===== config.mk =====
export PLATFORM = sky130hd
export DESIGN_NAME = mem_port_arbiter
export DESIGN_NICKNAME = d
export VERILOG_FILES = /design/src/rtl/mem_arb_pkg.sv /design/src/rtl/mem_arb_pick.sv /design/src/rtl/mem_port_arbiter.sv
export SDC_FILE = /design/constraint.sdc
export NUM_CORES = 1
export LEC_CHECK = 0
export CAP_MARGIN = 15
export CORE_AREA = 2 2 189 191
export CTS_BUF_LIST = sky130_fd_sc_hd__clkbuf_8
export DETAILED_ROUTE_END_ITERATION = 7
export DIE_AREA = 0 0 191 193
export PLACE_DENSITY = 0.44
export SETUP_SLACK_MARGIN = 0.4
export SLEW_MARGIN = 20
export SYNTH_ARGS = -nofsm -noshare
export SYNTH_HDL_FRONTEND = slang
export SYNTH_HIERARCHICAL = 1
export SYNTH_SLANG_ARGS = --single-unit

===== constraint.sdc =====
create_clock -name clk -period 2.5 [get_ports clk]
set_input_delay 0.5 -clock clk [delete_from_list [all_inputs] [get_ports clk]]
set_output_delay 0.5 -clock clk [all_outputs]
set_load 0.005 [all_outputs]

===== src/rtl/mem_arb_pkg.sv =====
// Shared types and constants for the unified memory port arbiter.
//   arb_state_t : arbiter FSM states (idle / waiting on a read)
//   req_id_t    : requester identity (CPU datapath or DMA/loader)
//   CNT_W       : width of the read-latency down-counter
package mem_arb_pkg;

    localparam int CNT_W = 4;

    typedef enum logic {ST_IDLE, ST_RD_WAIT} arb_state_t;
    typedef enum logic {REQ_CPU, REQ_DMA} req_id_t;

endpackage


===== src/rtl/mem_arb_pick.sv =====
// Combinational two-way request picker.
// Build option: define ARB_ROUND_ROBIN_EN to alternate on ties using
// last_gnt; without it the CPU always wins a tie and last_gnt is ignored.
// Ports:
//   cpu_req, dma_req : in  request levels
//   last_gnt         : in  requester granted most recently
//   winner           : out selected requester (meaningful only when any=1)
//   any              : out at least one request present
module mem_arb_pick
    import mem_arb_pkg::*;
(
    input  logic    cpu_req,
    input  logic    dma_req,
    input  req_id_t last_gnt,
    output req_id_t winner,
    output logic    any
);

    assign any = cpu_req | dma_req;

`ifdef ARB_ROUND_ROBIN_EN
    always_comb begin
        winner = REQ_CPU;
        if (cpu_req && dma_req) begin
            // Tie: hand the port to whoever did not get it last time.
            winner = (last_gnt == REQ_CPU) ? REQ_DMA : REQ_CPU;
        end else if (dma_req) begin
            winner = REQ_DMA;
        end
    end
`else
    // Fixed priority has no use for the grant history.
    logic unused_last_gnt;
    assign unused_last_gnt = last_gnt;

    always_comb begin
        winner = REQ_CPU;
        if (!cpu_req && dma_req) begin
            winner = REQ_DMA;
        end
    end
`endif

endmodule


===== src/rtl/mem_port_arbiter.sv =====
// Shares one instruction/data memory port between the multicycle CPU
// datapath and a DMA/loader. Writes finish in the grant cycle; reads hold
// the port for RD_LAT cycles and return data on the owner's rvalid pulse.
// Build option: ARB_ROUND_ROBIN_EN (see mem_arb_pick) selects round-robin
// tie breaking instead of fixed CPU priority.
// Parameters: AW address width, DW data width, RD_LAT read latency (1..15).
// Ports:
//   clk, reset                  : clock, async active-low reset
//   cpu_req/we/addr/wdata       : CPU request (level, held until cpu_gnt)
//   cpu_gnt/rvalid/rdata        : CPU grant, read-data pulse and data
//   dma_*                       : same set for the DMA/loader requester
//   mem_en/we/addr/wdata        : memory macro access signals
//   mem_rdata                   : memory read data, RD_LAT cycles after mem_en
//   dbg_state                   : current arbiter FSM state
//
// Handshake: a requester holds req (with we/addr/wdata stable) until it
// sees gnt in a cycle; that cycle is the access. For a read, rvalid pulses
// for exactly one cycle RD_LAT cycles after gnt with rdata valid alongside.
module mem_port_arbiter
    import mem_arb_pkg::*;
#(
    parameter int AW     = 32,
    parameter int DW     = 64,
    parameter int RD_LAT = 2
)
(
    input  logic          clk,
    input  logic          reset,
    input  logic          cpu_req,
    input  logic          cpu_we,
    input  logic [AW-1:0] cpu_addr,
    input  logic [DW-1:0] cpu_wdata,
    output logic          cpu_gnt,
    output logic          cpu_rvalid,
    output logic [DW-1:0] cpu_rdata,
    input  logic          dma_req,
    input  logic          dma_we,
    input  logic [AW-1:0] dma_addr,
    input  logic [DW-1:0] dma_wdata,
    output logic          dma_gnt,
    output logic          dma_rvalid,
    output logic [DW-1:0] dma_rdata,
    output logic          mem_en,
    output logic          mem_we,
    output logic [AW-1:0] mem_addr,
    output logic [DW-1:0] mem_wdata,
    input  logic [DW-1:0] mem_rdata,
    output arb_state_t    dbg_state
);

    // The grant cycle itself counts as one latency cycle, so the wait
    // counter starts one short of RD_LAT.
    localparam logic [CNT_W-1:0] CNT_LOAD = CNT_W'(RD_LAT - 1);
    localparam logic [CNT_W-1:0] CNT_ONE  = CNT_W'(1);

    arb_state_t       state, state_nxt;
    logic [CNT_W-1:0] cnt, cnt_nxt;
    req_id_t          owner, owner_nxt;
    req_id_t          last_gnt, last_gnt_nxt;
    req_id_t          winner;
    logic             any;

    mem_arb_pick u_pick (
        .cpu_req  (cpu_req),
        .dma_req  (dma_req),
        .last_gnt (last_gnt),
        .winner   (winner),
        .any      (any)
    );

    always_ff @(posedge clk or negedge reset) begin
        if (!reset) begin
            state    <= ST_IDLE;
            cnt      <= '0;
            owner    <= REQ_CPU;
            last_gnt <= REQ_DMA;
        end else begin
            state    <= state_nxt;
            cnt      <= cnt_nxt;
            owner    <= owner_nxt;
            last_gnt <= last_gnt_nxt;
        end
    end

    always_comb begin
        state_nxt    = state;
        cnt_nxt      = cnt;
        owner_nxt    = owner;
        last_gnt_nxt = last_gnt;
        cpu_gnt      = 1'b0;
        dma_gnt      = 1'b0;
        cpu_rvalid   = 1'b0;
        dma_rvalid   = 1'b0;
        cpu_rdata    = '0;
        dma_rdata    = '0;
        mem_en       = 1'b0;
        mem_we       = 1'b0;
        mem_addr     = '0;
        mem_wdata    = '0;

        // Outputs are forced low while reset is held, not just after the
        // state register clears, so pending requests cannot leak a grant.
        if (reset) begin
            case (state)
                ST_IDLE: begin
                    if (any) begin
                        mem_en       = 1'b1;
                        last_gnt_nxt = winner;
                        if (winner == REQ_CPU) begin
                            cpu_gnt   = 1'b1;
                            mem_we    = cpu_we;
                            mem_addr  = cpu_addr;
                            mem_wdata = cpu_wdata;
                        end else begin
                            dma_gnt   = 1'b1;
                            mem_we    = dma_we;
                            mem_addr  = dma_addr;
                            mem_wdata = dma_wdata;
                        end
                        // Writes retire now; only reads occupy the port.
                        if (!mem_we) begin
                            state_nxt = ST_RD_WAIT;
                            cnt_nxt   = CNT_LOAD;
                            owner_nxt = winner;
                        end
                    end
                end
                ST_RD_WAIT: begin
                    if (cnt == '0) begin
                        state_nxt = ST_IDLE;
                        if (owner == REQ_CPU) begin
                            cpu_rvalid = 1'b1;
                            cpu_rdata  = mem_rdata;
                        end else begin
                            dma_rvalid = 1'b1;
                            dma_rdata  = mem_rdata;
                        end
                    end else begin
                        cnt_nxt = cnt - CNT_ONE;
                    end
                end
            endcase
        end
    end

    assign dbg_state = state;

endmodule

======== Yosys cells after proc, flatten, opt, wreduce, memory -nomap -nowiden ========
Index checks and enable logic that the tools add are counted.
operators by class
  add/sub/neg operators ................... 1
  eq/ne operators ......................... 3
  mux-type cells .......................... 51
  bitwise operators ....................... 3
  reduce and logical (&&, ||, !) cells .... 5
operator list
  operator             number
  $mux 64              12
  $mux 32              4
  $mux 1               30
  $mux 4               3
  $pmux 4 s2           1
  $reduce_and 4->1     2
  $ne 2x2->1 const B   3
  $logic_not 4->1      1
  $sub 4x1->4 const B  1
  $not 1->1            2
  $pmux 1 s2           1
  $logic_and 1x1->1    1
  $logic_not 1->1      1
  $or 1x1->1           1
storage, ports and cells
  flip-flop bits (word level) ............. 6
  word-level logic and storage cells ...... 66

======== Depth between registers and ports, before layout ========
  depth in word-level cells ............... 10
  mapped depth ............................ 7

======== Modules after synthesis ========
Netlist, hierarchy kept.
modules (own cells, without submodules)
  module            instances  cells each  area each (um^2)
  mem_port_arbiter  1          399         2766.4
  mem_arb_pick      1          2           12.5

======== Worst setup path after synthesis ========
No wires, ideal clock.
  path type ............................... register to output
  start ................................... register cnt[0]
  end ..................................... output port cpu_rdata[10]
  arrival ................................. 1568 ps
  required time ........................... 2000 ps
  slack ................................... 432 ps
  cell stages (with the launch flop) ...... 8
  buffers on the path ..................... 2
  path through ............................ dfrtp_1 -> inv_1 -> ha_1 -> or3b_4 -> nor3_2 -> buf_4 -> buf_6 -> and2_1
between the ends
  longest elaborated chain between the ends .. 4
ends and longest elaborated chain
  item                      line                     RTL
  start: declaration        mem_port_arbiter.sv:57   logic [CNT_W-1:0] cnt, cnt_nxt;
  start signal: assignment  mem_port_arbiter.sv:79   cnt <= cnt_nxt;
  $logic_not 4->1           mem_port_arbiter.sv:129  if (cnt == '0) begin
  $mux 64                   mem_port_arbiter.sv:129
  $mux 64                   mem_port_arbiter.sv:104  case (state)
  $mux 64                   mem_port_arbiter.sv:103  if (reset) begin
  end: declaration          mem_port_arbiter.sv:35   output logic [DW-1:0] cpu_rdata,
No other way between the ends.

======== Worst setup path after layout ========
  start ................................... register cnt[1]
  end ..................................... output port dma_rdata[4]
between the ends
  longest elaborated chain between the ends .. 4
ends and longest elaborated chain
  item              line                     RTL
  $logic_not 4->1   mem_port_arbiter.sv:129
  $mux 64           mem_port_arbiter.sv:129
  $mux 64           mem_port_arbiter.sv:104
  $mux 64           mem_port_arbiter.sv:103
  end: declaration  mem_port_arbiter.sv:42   output logic [DW-1:0] dma_rdata,
No other way between the ends.

==> flow_metrics.env <==
export IMPL_finalCriticalPeriod_ns=2.84
export IMPL_postLayoutCoreUtil_pct=33.4
export IMPL_rsz0062_at_grt="true"
export IMPL_syn_inst=399
export IMPL_ios=493
export IMPL_required_ns=2.00
export IMPL_setup_viol=124
export IMPL_p_sw_mw=1.39
export IMPL_first_pass_iters=4
export IMPL_cts_root_buf="clkbuf_8"
export IMPL_n_fill_cell=3619
export IMPL_grt_pass1_wl_mm=34.5
export IMPL_clk_pin_slew_ns=0.04
export IMPL_die_h_um=193
export IMPL_fin_ws_ns=-0.337
export IMPL_peakVddDrop_v=0.000179
export IMPL_pwr_density_cell_mw_per_mm2=341
export IMPL_cts_tree="done"
export IMPL_clockPowerShare_pct=3.8
export IMPL_drv_slew=0
export IMPL_synth_warnings=6
export IMPL_synthesis_nets=662
export IMPL_via_per_inst=3.56
export IMPL_violations="setup timing"
export IMPL_whs_ns=0.277
export IMPL_core_area_sq_mm=0.0350
export IMPL_drive_gt1_share_pct=56.4
export IMPL_clock_latency_ns=0.23
export IMPL_skew_ns=0.00317
export IMPL_maxClockFrequency_mhz=352
export IMPL_grt_pass1_vias=5326
export IMPL_area_delta_synth_final_pct=325
export IMPL_power_frac_seq_pct=4.5
export IMPL_holdBufCountCts=0
export IMPL_hpwl_mm=20.0
export IMPL_crit_path_max_fanout=7
export IMPL_dieArea_sq_mm=0.0369
export IMPL_drcViolationCount=0
export IMPL_p_sw_share_pct=35.1
export IMPL_slew_headroom_pct=76.0
export IMPL_arrival_ns=2.34
export IMPL_grt_ovfl_total=0
export IMPL_path_class="flip-flop to primary output"
export IMPL_grt_usage_pct=12.7
export IMPL_end_kind="primary output"
export IMPL_ant_nets=0
export IMPL_grt_antenna_before_repair=2
export IMPL_p_leak_nw=5.64
export IMPL_min_period_over_period_pct=113
export IMPL_fin_nets=1350
export IMPL_drtIter0Drc=38
export IMPL_cts_sinks=6
export IMPL_floorplan_initialDensity_pct=7.85
export IMPL_totalWireLength_mm=28.3
export IMPL_rows=69
export IMPL_worst_pin_slew_ns=0.358
export IMPL_cts_buffers=3
export IMPL_avgSynthCellArea_sq_um=6.88
export IMPL_seq_area_sq_um=150
export IMPL_wl_per_cell_um=18.3
export IMPL_gp_congestion=0.747
export IMPL_p_comb_share_pct=91.7
export IMPL_hold_viol=0
export IMPL_startpoint_type="flip-flop"
export IMPL_vias=5502
export IMPL_power_mw=3.98
export IMPL_status="finished with violations"
export IMPL_htreeDepth=1
export IMPL_p_int_mw=2.58
export IMPL_die_w_um=191
export IMPL_worstHoldPathType="input pin to asynchronous set/reset pin"
export IMPL_port_buffers=492
export IMPL_dpl_worst_slack_ns=-0.485
export IMPL_grt_start_max_net_pins=63
export IMPL_drv_cap=0
export IMPL_clockBufferDepth=2
export IMPL_multi_input_area_sq_mm=0.00313
export IMPL_syn_area_sq_mm=0.00275
final timing paths:
check	from	end	slack (ns)	cells after the start
setup reg to reg	cnt[1]	cnt[0]	0.73	7
min in group clk	dbg_state	dbg_state	0.64	2
max in group asynchronous	reset	cnt[3]	2.10	3
setup / recovery	cnt[1]	dma_rdata[4]	-0.34	12
hold reg to reg	dbg_state	dbg_state	0.64	2
hold / removal	reset	cnt[2]	0.28	3
per-stage QoR:
stage | instance area [sq um] | setup TNS, ns | std cells
after detailed placement | 8730 | -83.85 | 1384
after global routing | 11700 | -37.50 | 1547
after global placement | 8730 | -87.10 | 1384
final | 11700 | -30.10 | 1547
after CTS | 10000 | -29.54 | 1466
after floorplan | 2750 | 0 | 399
cells in the final DEF, fill, tap and decap left out, types with 6 or more instances in the layout:
master,n
clkdlybuf4s50_1,258
buf_6,198
and2_4,98
nor2_1,71
buf_4,63
buf_2,62
mux2i_1,56
buf_12,37
and2_1,32
clkbuf_2,32
dlymetal6s2s_1,30
mux2i_4,25
nor2_2,18
mux2i_2,18
buf_16,18
buf_8,15
nor2_4,11
dfrtp_1,6
power groups by stage:
stage / Sequential (mW) / Combinational (mW) / Clock [mW]
5_1_grt: 0.185 / 3.87 / 0.163
4_1_cts: 0.179 / 3.12 / 0.157
6_report: 0.178 / 3.65 / 0.151
3_5_place_dp: 0.182 / 2.42 / 0
2_1_floorplan: 0.180 / 0.754 / 0
3_3_place_gp: 0.178 / 2.42 / 0
critical path, cell delays in order (launching register included):
cell and delay, ns:
dfrtp_1 0.38, inv_2 0.07, ha_4 0.13, or3b_4 0.40, buf_6 0.14, nor3_4 0.15, buf_6 0.15, buf_6 0.11
buf_6 0.11, buf_16 0.13, buf_12 0.11, and2_4 0.14, buf_6 0.08
flip-flops by register name, indices dropped and copies added, names as in the netlist:
register	flops
dbg_state	1
owner	1
cnt	4
area by class of cell:
cell class | instances | area share, %
multi-input combinational | 352 | 26.8
antenna | 1 | 0.0214
sequential | 6 | 1.29
clock buffer | 3 | 0.354
inverter | 5 | 0.161
timing repair buffer | 719 | 66.4
tap | 461 | 4.94
timing repair:
action,4_1_cts,5_1_grt
setup endpoints to repair,230,230
endpoints found under the hold margin,0,0
resized for setup,606,588
cloned,17,8
pin swaps,46,50
buffers inserted,62,72
routing by layer:
metal  wire length [um]  vias to the layer above  global-route usage, %
li1                   -                     2677                      -
met3               2170                       24                   2.53
met1               9570                     2494                   12.8
met2              16000                      307                   27.0
met4                595                        0                   1.73
met5                  0                        -                      0
Power figures use the tool's default switching activity.
